<file path="config.mk">
export PLATFORM = sky130hd
export DESIGN_NAME = amstrad_crtc
export DESIGN_NICKNAME = d
export VERILOG_FILES = /design/src/rtl/amstrad_crtc.sv
export SDC_FILE = /design/constraint.sdc
export NUM_CORES = 1
export LEC_CHECK = 0
export CORE_MARGIN = 2
export CORE_UTILIZATION = 55
export DETAILED_ROUTE_END_ITERATION = 8
export PLACE_DENSITY = 0.88
export SYNTH_ARGS = -nofsm -noshare
export SYNTH_HDL_FRONTEND = slang
export SYNTH_SLANG_ARGS = --single-unit
export TNS_END_PERCENT = 20
</file>
<file path="constraint.sdc">
create_clock -name CLK -period 4.21 [get_ports CLK]
set_input_delay 0.842 -clock CLK [delete_from_list [all_inputs] [get_ports CLK]]
set_output_delay 0.842 -clock CLK [all_outputs]
set_load 0.005 [all_outputs]
</file>
<file path="src/rtl/amstrad_crtc.sv">
// ----------------------------------------------------------------------------
// amstrad_crtc
// UM6845R-compatible (CRTC type 1) timing generator for the CPC Gate Array.
// Generates horizontal/vertical sync, display enable and the MA/RA video
// address from the programmable register file R0..R17.
//
// Ports
//   CLK     in   1  system clock
//   RESET   in   1  synchronous, active-high reset
//   CE      in   1  character clock enable; all counters advance on CLK & CE
//   IDX_WE  in   1  latch D[4:0] as the register index (&BCxx)
//   DAT_WE  in   1  write D to the indexed register (&BDxx)
//   D       in   8  CPU write data
//   Q       out  8  read data for the indexed register (&BFxx, combinational)
//   HSYNC   out  1  horizontal sync
//   VSYNC   out  1  vertical sync
//   DE      out  1  display enable
//   MA      out 14  memory address
//   RA      out  5  raster address within the character row
// ----------------------------------------------------------------------------
module amstrad_crtc (
    input  logic        CLK,
    input  logic        RESET,
    input  logic        CE,
    input  logic        IDX_WE,
    input  logic        DAT_WE,
    input  logic [7:0]  D,
    output logic [7:0]  Q,
    output logic        HSYNC,
    output logic        VSYNC,
    output logic        DE,
    output logic [13:0] MA,
    output logic [4:0]  RA
);

    // Register file, each register stored at its implemented width.
    logic [4:0] r_idx;
    logic [7:0] r_r0, r_r1, r_r2, r_r3, r_r13, r_r15;
    logic [6:0] r_r4, r_r6, r_r7, r_r10;
    logic [4:0] r_r5, r_r9, r_r11;
    logic [1:0] r_r8;
    logic [5:0] r_r12, r_r14;

    // Timing state.
    logic [7:0]  r_hcc;
    logic [4:0]  r_ra;
    logic [6:0]  r_vcc;
    logic        r_adjust;
    logic        r_vdisp;
    logic [3:0]  r_hs_cnt;
    logic [4:0]  r_vs_cnt;
    logic [13:0] r_ma_row;

    // Cursor, interlace and the sync-width high nibble have no effect on a type 1 timing chain.
    logic w_unused;
    assign w_unused = ^{r_r3[7:4], r_r8, r_r10, r_r11};

    // NOTE: the register file is a handful of flops rather than a RAM, so it is cleared by reset like any other state.
    always_ff @(posedge CLK) begin
        if (RESET) begin
            r_idx <= '0;
            r_r0  <= '0; r_r1  <= '0; r_r2  <= '0; r_r3  <= '0;
            r_r4  <= '0; r_r5  <= '0; r_r6  <= '0; r_r7  <= '0;
            r_r8  <= '0; r_r9  <= '0; r_r10 <= '0; r_r11 <= '0;
            r_r12 <= '0; r_r13 <= '0; r_r14 <= '0; r_r15 <= '0;
        end else begin
            if (IDX_WE)
                r_idx <= D[4:0];
            if (DAT_WE) begin
                case (r_idx)
                    5'd0:  r_r0  <= D;
                    5'd1:  r_r1  <= D;
                    5'd2:  r_r2  <= D;
                    5'd3:  r_r3  <= D;
                    5'd4:  r_r4  <= D[6:0];
                    5'd5:  r_r5  <= D[4:0];
                    5'd6:  r_r6  <= D[6:0];
                    5'd7:  r_r7  <= D[6:0];
                    5'd8:  r_r8  <= D[1:0];
                    5'd9:  r_r9  <= D[4:0];
                    5'd10: r_r10 <= D[6:0];
                    5'd11: r_r11 <= D[4:0];
                    5'd12: r_r12 <= D[5:0];
                    5'd13: r_r13 <= D;
                    5'd14: r_r14 <= D[5:0];
                    5'd15: r_r15 <= D;
                    default: ; // R16/R17 (no light pen) and indices above 17 store nothing
                endcase
            end
        end
    end

    // Type 1 reads back only the cursor address; everything else reads 0.
    always_comb begin
        Q = '0;
        case (r_idx)
            5'd14:   Q = {2'b00, r_r14};
            5'd15:   Q = r_r15;
            default: ;
        endcase
    end

    // Event decode from the current counter values.
    logic       w_line_end, w_row_end, w_frame_end, w_adj_end;
    logic       w_new_frame, w_enter_adj, w_next_row, w_row_start;
    logic [7:0] w_hcc_n;
    logic [6:0] w_vcc_inc;
    logic [3:0] w_hs_dec;
    logic [4:0] w_vs_dec;

    // Counters compare for equality only, so a register written below the
    // current count lets the counter run on to its natural wrap.
    assign w_line_end  = (r_hcc == r_r0);
    assign w_hcc_n     = w_line_end ? 8'd0 : r_hcc + 8'd1;
    assign w_row_end   = w_line_end & ~r_adjust & (r_ra == r_r9);
    assign w_frame_end = w_row_end & (r_vcc == r_r4);
    assign w_adj_end   = w_line_end & r_adjust & (r_ra == r_r5 - 5'd1);
    assign w_new_frame = (w_frame_end & (r_r5 == 5'd0)) | w_adj_end;
    assign w_enter_adj = w_frame_end & (r_r5 != 5'd0);
    assign w_next_row  = w_row_end & ~w_frame_end;
    assign w_row_start = w_next_row | w_new_frame;
    assign w_vcc_inc   = r_vcc + 7'd1;
    assign w_hs_dec    = (r_hs_cnt != 4'd0) ? r_hs_cnt - 4'd1 : 4'd0;
    // VSYNC width is measured in lines, so it only counts down on line ends.
    assign w_vs_dec    = (w_line_end && r_vs_cnt != 5'd0) ? r_vs_cnt - 5'd1 : r_vs_cnt;

    logic [4:0]  w_ra_n;
    logic [6:0]  w_vcc_n;
    logic        w_adjust_n, w_vdisp_n;
    logic [13:0] w_ma_row_n;
    logic [3:0]  w_hs_n;
    logic [4:0]  w_vs_n;

    // NOTE: every signal assigned here gets a default first so no path leaves it unassigned and no latch is inferred.
    always_comb begin
        w_ra_n     = r_ra;
        w_vcc_n    = r_vcc;
        w_adjust_n = r_adjust;
        w_vdisp_n  = r_vdisp;
        w_ma_row_n = r_ma_row;

        if (w_line_end)
            w_ra_n = r_ra + 5'd1;
        // The line that closes a character row (including the last row before adjust) advances the row address.
        if (w_row_end)
            w_ma_row_n = r_ma_row + {6'd0, r_r1};
        if (w_next_row) begin
            w_ra_n  = 5'd0;
            w_vcc_n = w_vcc_inc;
            if (w_vcc_inc == r_r6)
                w_vdisp_n = 1'b0;
        end
        if (w_enter_adj) begin
            w_ra_n     = 5'd0;
            w_adjust_n = 1'b1;
        end
        if (w_new_frame) begin
            w_ra_n     = 5'd0;
            w_vcc_n    = 7'd0;
            w_adjust_n = 1'b0;
            w_ma_row_n = {r_r12, r_r13};
            w_vdisp_n  = (r_r6 != 7'd0);
        end

        // Sync pulses only (re)start once the previous pulse has run out.
        w_hs_n = w_hs_dec;
        if (w_hcc_n == r_r2 && w_hs_dec == 4'd0)
            w_hs_n = r_r3[3:0];
        w_vs_n = w_vs_dec;
        if (w_row_start && w_vcc_n == r_r7 && w_vs_dec == 5'd0)
            w_vs_n = 5'd16;
    end

    // Outputs are registered from the next-state values so they line up with the counters on the same CE.
    // NOTE: all sequential state uses non-blocking assignments so every flop samples pre-edge values.
    always_ff @(posedge CLK) begin
        if (RESET) begin
            r_hcc    <= '0;
            r_ra     <= '0;
            r_vcc    <= '0;
            r_adjust <= 1'b0;
            r_vdisp  <= 1'b0;
            r_hs_cnt <= '0;
            r_vs_cnt <= '0;
            r_ma_row <= '0;
            HSYNC    <= 1'b0;
            VSYNC    <= 1'b0;
            DE       <= 1'b0;
            MA       <= '0;
            RA       <= '0;
        end else if (CE) begin
            r_hcc    <= w_hcc_n;
            r_ra     <= w_ra_n;
            r_vcc    <= w_vcc_n;
            r_adjust <= w_adjust_n;
            r_vdisp  <= w_vdisp_n;
            r_hs_cnt <= w_hs_n;
            r_vs_cnt <= w_vs_n;
            r_ma_row <= w_ma_row_n;
            HSYNC    <= (w_hs_n != 4'd0);
            VSYNC    <= (w_vs_n != 5'd0);
            DE       <= (w_hcc_n < r_r1) & w_vdisp_n & ~w_adjust_n;
            MA       <= w_ma_row_n + {6'd0, w_hcc_n};
            RA       <= w_ra_n;
        end
    end

endmodule

</file>
# Word-level counts from Yosys, hierarchy flattened

Index checks and enable logic that the tools add are counted.

Div/mod/pow operators: 0
Multiplexer cells: 19
Shift-type cells: 0
Multipliers: 0
Reductions and logical operators: 29
$lt $le $gt $ge: 1
Add/subtract/negate cells: 8
Bitwise gates (word level): 15
Equality and inequality tests: 19

Operator list:

| cell                                                                  | number |
|---|---|
| 5-bit 2-to-1 mux                                                      | 6 |
| 14-bit by 8-bit adder with 14-bit output                              | 2 |
| 14-bit 2-to-1 mux                                                     | 2 |
| 2-bit AND reduction                                                   | 14 |
| 5-bit by 4-bit equality test with 1-bit output, second input constant | 5 |
| 7-bit equality test                                                   | 3 |
| 5-bit by 3-bit equality test with 1-bit output, second input constant | 4 |
| 8-bit equality test                                                   | 2 |
| 8-bit one-hot mux with 2 select lines                                 | 1 |
| 5-bit logical NOT                                                     | 3 |
| 5-bit nonzero test                                                    | 3 |
| 7-bit 2-to-1 mux                                                      | 2 |
| 4-bit nonzero test                                                    | 3 |
| 1-bit bitwise AND                                                     | 10 |
| 5-bit by 2-bit equality test with 1-bit output, second input constant | 2 |
| 5-bit equality test                                                   | 2 |
| 5-bit by 1-bit subtractor with 5-bit output, second input constant    | 2 |
| 8-bit by 1-bit adder with 8-bit output, second input constant         | 1 |
| 8-bit < comparator                                                    | 1 |
| 4-bit 2-to-1 mux                                                      | 2 |
| 8-bit 2-to-1 mux                                                      | 1 |
| 7-bit by 1-bit adder with 7-bit output, second input constant         | 1 |
| 7-bit nonzero test                                                    | 1 |
| 5-bit by 1-bit adder with 5-bit output, second input constant         | 1 |
| 7 further kinds                                                       | 17 |

Input port bits: 13
Memories: 0
Latch bits: 0
Register bits after elaboration: 154
Word-level logic and storage cells: 117
ROM bits: 0
Memory bits (writable): 0
Output and inout bits: 30

# Depth between registers and ports, before layout

Depth in word-level cells: 13
Mapped depth: 22
Depth with buffers taken out: 20

# Least setup slack after synthesis

No wires, ideal clock.

Path kind: register to register
Start point: register r_r5[0]
End point: register MA[10]
Cell stages (with the launch flop): 22
Setup time: 0.091 ns
Arrival: 4.366 ns
Period minus slack after synthesis: 4.457 ns
Buffers on the path: 2
Slack: -0.247 ns
Data required time: 4.119 ns
Path through: dfxtp_1 inv_1 ha_1 or3b_2 xnor2_1 nor3_1 a32oi_2 clkbuf_1 buf_1 nor2_1 a21oi_1 ha_1 inv_1 fa_1 nor2b_1 o21ai_0 a21oi_1 o21ai_0 a21oi_1 o211ai_1 or3_1 a311oi_1

Cells in the longest elaborated chain, start to end: 6
Elaborated cells between the ends (all ways): 8
Classes of those cells: add/sub (2); eq/ne (1); mux (1); bitwise (3); reduce/logical (1)

RTL lines:

| item                                         | line | RTL |
|---|---|---|
| from (decl)                                  | 40   | `logic [4:0] r_r5, r_r9, r_r11;` |
| from (signal assigned)                       | 76   | `5'd5: r_r5 <= D[4:0];` |
| 5-bit by 1-bit subtractor with 5-bit output  | 117  | `assign w_adj_end = w_line_end & r_adjust & (r_ra == r_r5 - 5'd1);` |
| 5-bit equality test                          | 117  |  |
| 1-bit bitwise AND                            | 117  |  |
| 1-bit OR (*)                                 | 118  | `assign w_new_frame = (w_frame_end & (r_r5 == 5'd0)) \| w_adj_end;` |
| 14-bit 2-to-1 mux (*)                        | 157  | `if (w_new_frame) begin` |
| via w_ma_row_n[0]                            | 130  | `logic [13:0] w_ma_row_n;` |
| 14-bit by 8-bit adder with 14-bit output (*) | 203  | `MA <= w_ma_row_n + {6'd0, w_hcc_n};` |
| to (signal assigned)                         | 203  |  |
| to (decl)                                    | 32   | `output logic [13:0] MA,` |

Mark *: on every way through the listed nets, which the timed path passes. The rest lies on a longest branch.
A chain may end at the register's enable or synchronous reset.

# Final worst setup path

Start point: register r_r5[1]
End point: register MA[10]

Cells in the longest elaborated chain, start to end: 6
Elaborated cells between the ends (all ways): 8
Classes of those cells: add/sub (2); eq/ne (1); mux (1); bitwise (3); reduce/logical (1)

RTL lines:

| item                                         | line |
|---|---|
| 5-bit by 1-bit subtractor with 5-bit output  | 117 |
| 5-bit equality test                          | 117 |
| 1-bit bitwise AND                            | 117 |
| 1-bit OR (*)                                 | 118 |
| 14-bit 2-to-1 mux (*)                        | 157 |
| 14-bit by 8-bit adder with 14-bit output (*) | 203 |

Every way passes the cells marked *; elsewhere a longest branch is shown, timed or not.

==> reports/metrics.yaml <==
status: "finished, final reports clean"
relSlewSlack_pct: 34.1
cts_max_level: 4
first_iter_violations: 648
synth_most_common_cell: "nor2_1"
die_area_sq_um: 16400
io_pins: 43
avgSynthCellArea_sq_um: 8.67
finalHoldWorstSlack_ns: 0.463
hold_viol: 0
multiInputGateArea_sq_um: 5100
fmax_mhz: 249
synth_async_sr_flop_share_pct: 0
cp-start-kind: "register"
finalCritPeriodShare_pct: 95.4
cts_buffers: 17
totalWireLength_mm: 21.6
clk_pin_slew_ns: 0.06
fp.coreArea_sq_um: 15100
maxCapViolCount: 0
final_cells: 1222
power.density_nw_per_um2: 454
fin_nets: 1064
vdd_drop_max_uv: 318
dp_hpwl_mm: 14.4
worst_pin_slew_ns: 0.981
cp.required_ns: 4.55
grt_pass1_vias: 6921
synth_area_sq_um: 8470
postRouteAntennaNets: 0
grt_remaining_overflow: 0
syn_inst: 977
grt_usage_pct: 26.7
grt_max_degree: 63
port_buffers: 42
critPathArrivalTime_ns: 4.36
worstHoldPathType: "reg -> reg"
ys_seq_area_share_pct: 36.4
vias: 7310
viasPerCell: 5.98
seqCellArea_sq_um: 3090
die_height_microns: 128
place_inst: 1188
synthFlopType: "dfxtp_1"
rows: 45
die_w_microns: 128
synth.area.top_cells: "dfxtp_1 36%, mux2i_1 14%, nor2_1 8.4%, xnor2_1 5.1%, ha_1 4.1%"
cp-end-kind: "register"
syn-num-nets: 1020
hold_buffers: 0
synth_edf_count: 0
whs_path_depth: 2
root_buffer: "clkbuf_16"
antenna_found_initial: 0
skew_ns: 0.0122
wl_per_cell_microns: 17.7
synth_cell_types: 78
drc: 0
setup.worst_path.class: "reg -> reg"
yosys_warnings: 0
drv_slew: 0
setup_violations: 0
n_antenna_cell: 0
cts.sinks: 154
reg2reg_depth: 19
grt_pass1_wl_mm: 34.7
finalCriticalPeriod_ns: 4.02
worstPathMaxFanout: 4
cts_tree: "done"
cts_buffer_depth: 2
yosys-top-cells-count: "189 x nor2_1, 154 x dfxtp_1, 116 x mux2i_1"
yosysTopAreaCellShare_pct: 36.4
yosysTopAreaCell: "dfxtp_1"
first_pass_iters: 5
initial_core_util_pct: 55.9
leakage_nw: 4.09
synthToLayoutAreaGrowth_pct: 16.3
fillCellCount: 1064
drive_gt1_share_pct: 12.6
synth-seq-cells: 154
place.gp.congestion: 0.878
clock_latency_ns: 0.43
## timing repair
item	CTS	global route
pin swaps	1	10
buffers inserted	1	1
endpoints found under the setup margin	2	5
resized for setup	3	17
endpoints found under the hold margin	0	0
## where the power goes
group	internal, mW	switching, mW	total [mW]	leakage [nW]
logic	0.523	0.703	1.23	2.54
clock network	0.960	0.643	1.60	0.300
registers	1.56	0.0843	1.64	1.25
## worst paths after layout
| kind | from | end | slack [ns] |
|---|---|---|---|
| worst min-delay path | r_r14[5] | r_r14[5] | 0.46 |
| worst max-delay path | r_r5[1] | MA[10] | 0.19 |
| worst min register to register | r_r14[5] | r_r14[5] | 0.46 |
| worst max register to register | r_r5[1] | MA[10] | 0.19 |
## area by class of cell
| type | count | area share (%) |
|---|---|---|
| timing repair buffer | 80 | 7.09 |
| clock buffer | 18 | 4.46 |
| clock inverter | 14 | 1.85 |
| inverter | 28 | 1.07 |
| multi-input combinational | 740 | 51.8 |
| sequential | 154 | 31.3 |
| tap | 188 | 2.39 |
## worst max-delay path, cell delays in order (launching register included)
cell      delay, ns
dfxtp_1        0.32
inv_1          0.05
ha_1           0.16
or3b_4         0.41
xnor2_2        0.17
nor3_2         0.07
buf_4          0.15
a32o_2         0.26
a211oi_2       0.22
a21oi_1        0.08
buf_4          0.15
fa_2           0.35
nor2b_1        0.15
o21ai_1        0.09
a21oi_1        0.24
o21ai_2        0.10
a21oi_2        0.14
o211ai_1       0.17
or3_1          0.40
a311oi_1       0.25
## layout by cell type (no fill, tap or decap), types with 5 or more instances in the layout
cell             instances
a211oi_1                12
a21o_1                   5
a21oi_1                 46
a22o_1                   7
a22oi_1                  6
buf_4                   39
clkbuf_16               17
clkdlybuf4s50_1         40
dfxtp_1                150
ha_1                    27
inv_1                   27
mux2i_1                116
nand2_1                 49
nand3_1                 20
nand4_1                 14
nor2_1                 189
nor2b_1                  9
nor3_1                  17
nor3b_1                  7
nor4_1                   7
o21ai_0                 26
or2_2                    6
or3_1                    6
xnor2_1                 45
xnor2_2                  7
xor2_1                  27
## sequential cells by signal (all words and copies together) (netlist names), 7 cells and up
signal,count
MA,14
r_ma_row,14
r_hcc,8
r_r0,8
r_r13,8
r_r15,8
r_r1,8
r_r2,8
r_r4,7
r_r6,7
r_r7,7
r_vcc,7
## metal layers
metal | vias up | global-route usage [%] | wire length, microns
li1 | 3499 | - | -
met1 | 3496 | 33.8 | 9270
met2 | 254 | 45.1 | 10500
met3 | 61 | 4.97 | 1170
met4 | 0 | 10.5 | 718
met5 | - | 0 | 0
## cell families after synthesis
family          Yosys count  synth area share (%)
mux                     119                  14.1
compound gates          151                  11.8
simple gates            359                  19.9
fa+ha+maj                30                  4.61
flops                   154                  36.4
buf+inv                  83                  4.17
xor+xnor                 81                  8.97
## through the flow
step                      utilization, %  TNS [ns]  instance area [sq um]  total power [mW]  setup WS (ns)
after global routing                65.0   -0.0336                   9850              4.66        -0.0336
after detailed placement            60.4    -0.126                   9140              2.83        -0.0819
after floorplan                        -         0                   8490              2.49         0.0487
final                               65.0         0                   9850              4.47          0.195
after CTS                           64.6         0                   9790              4.43         0.0352
after global placement              60.4         0                   9140              2.79         0.0932
Power figures use the tool's default switching activity.
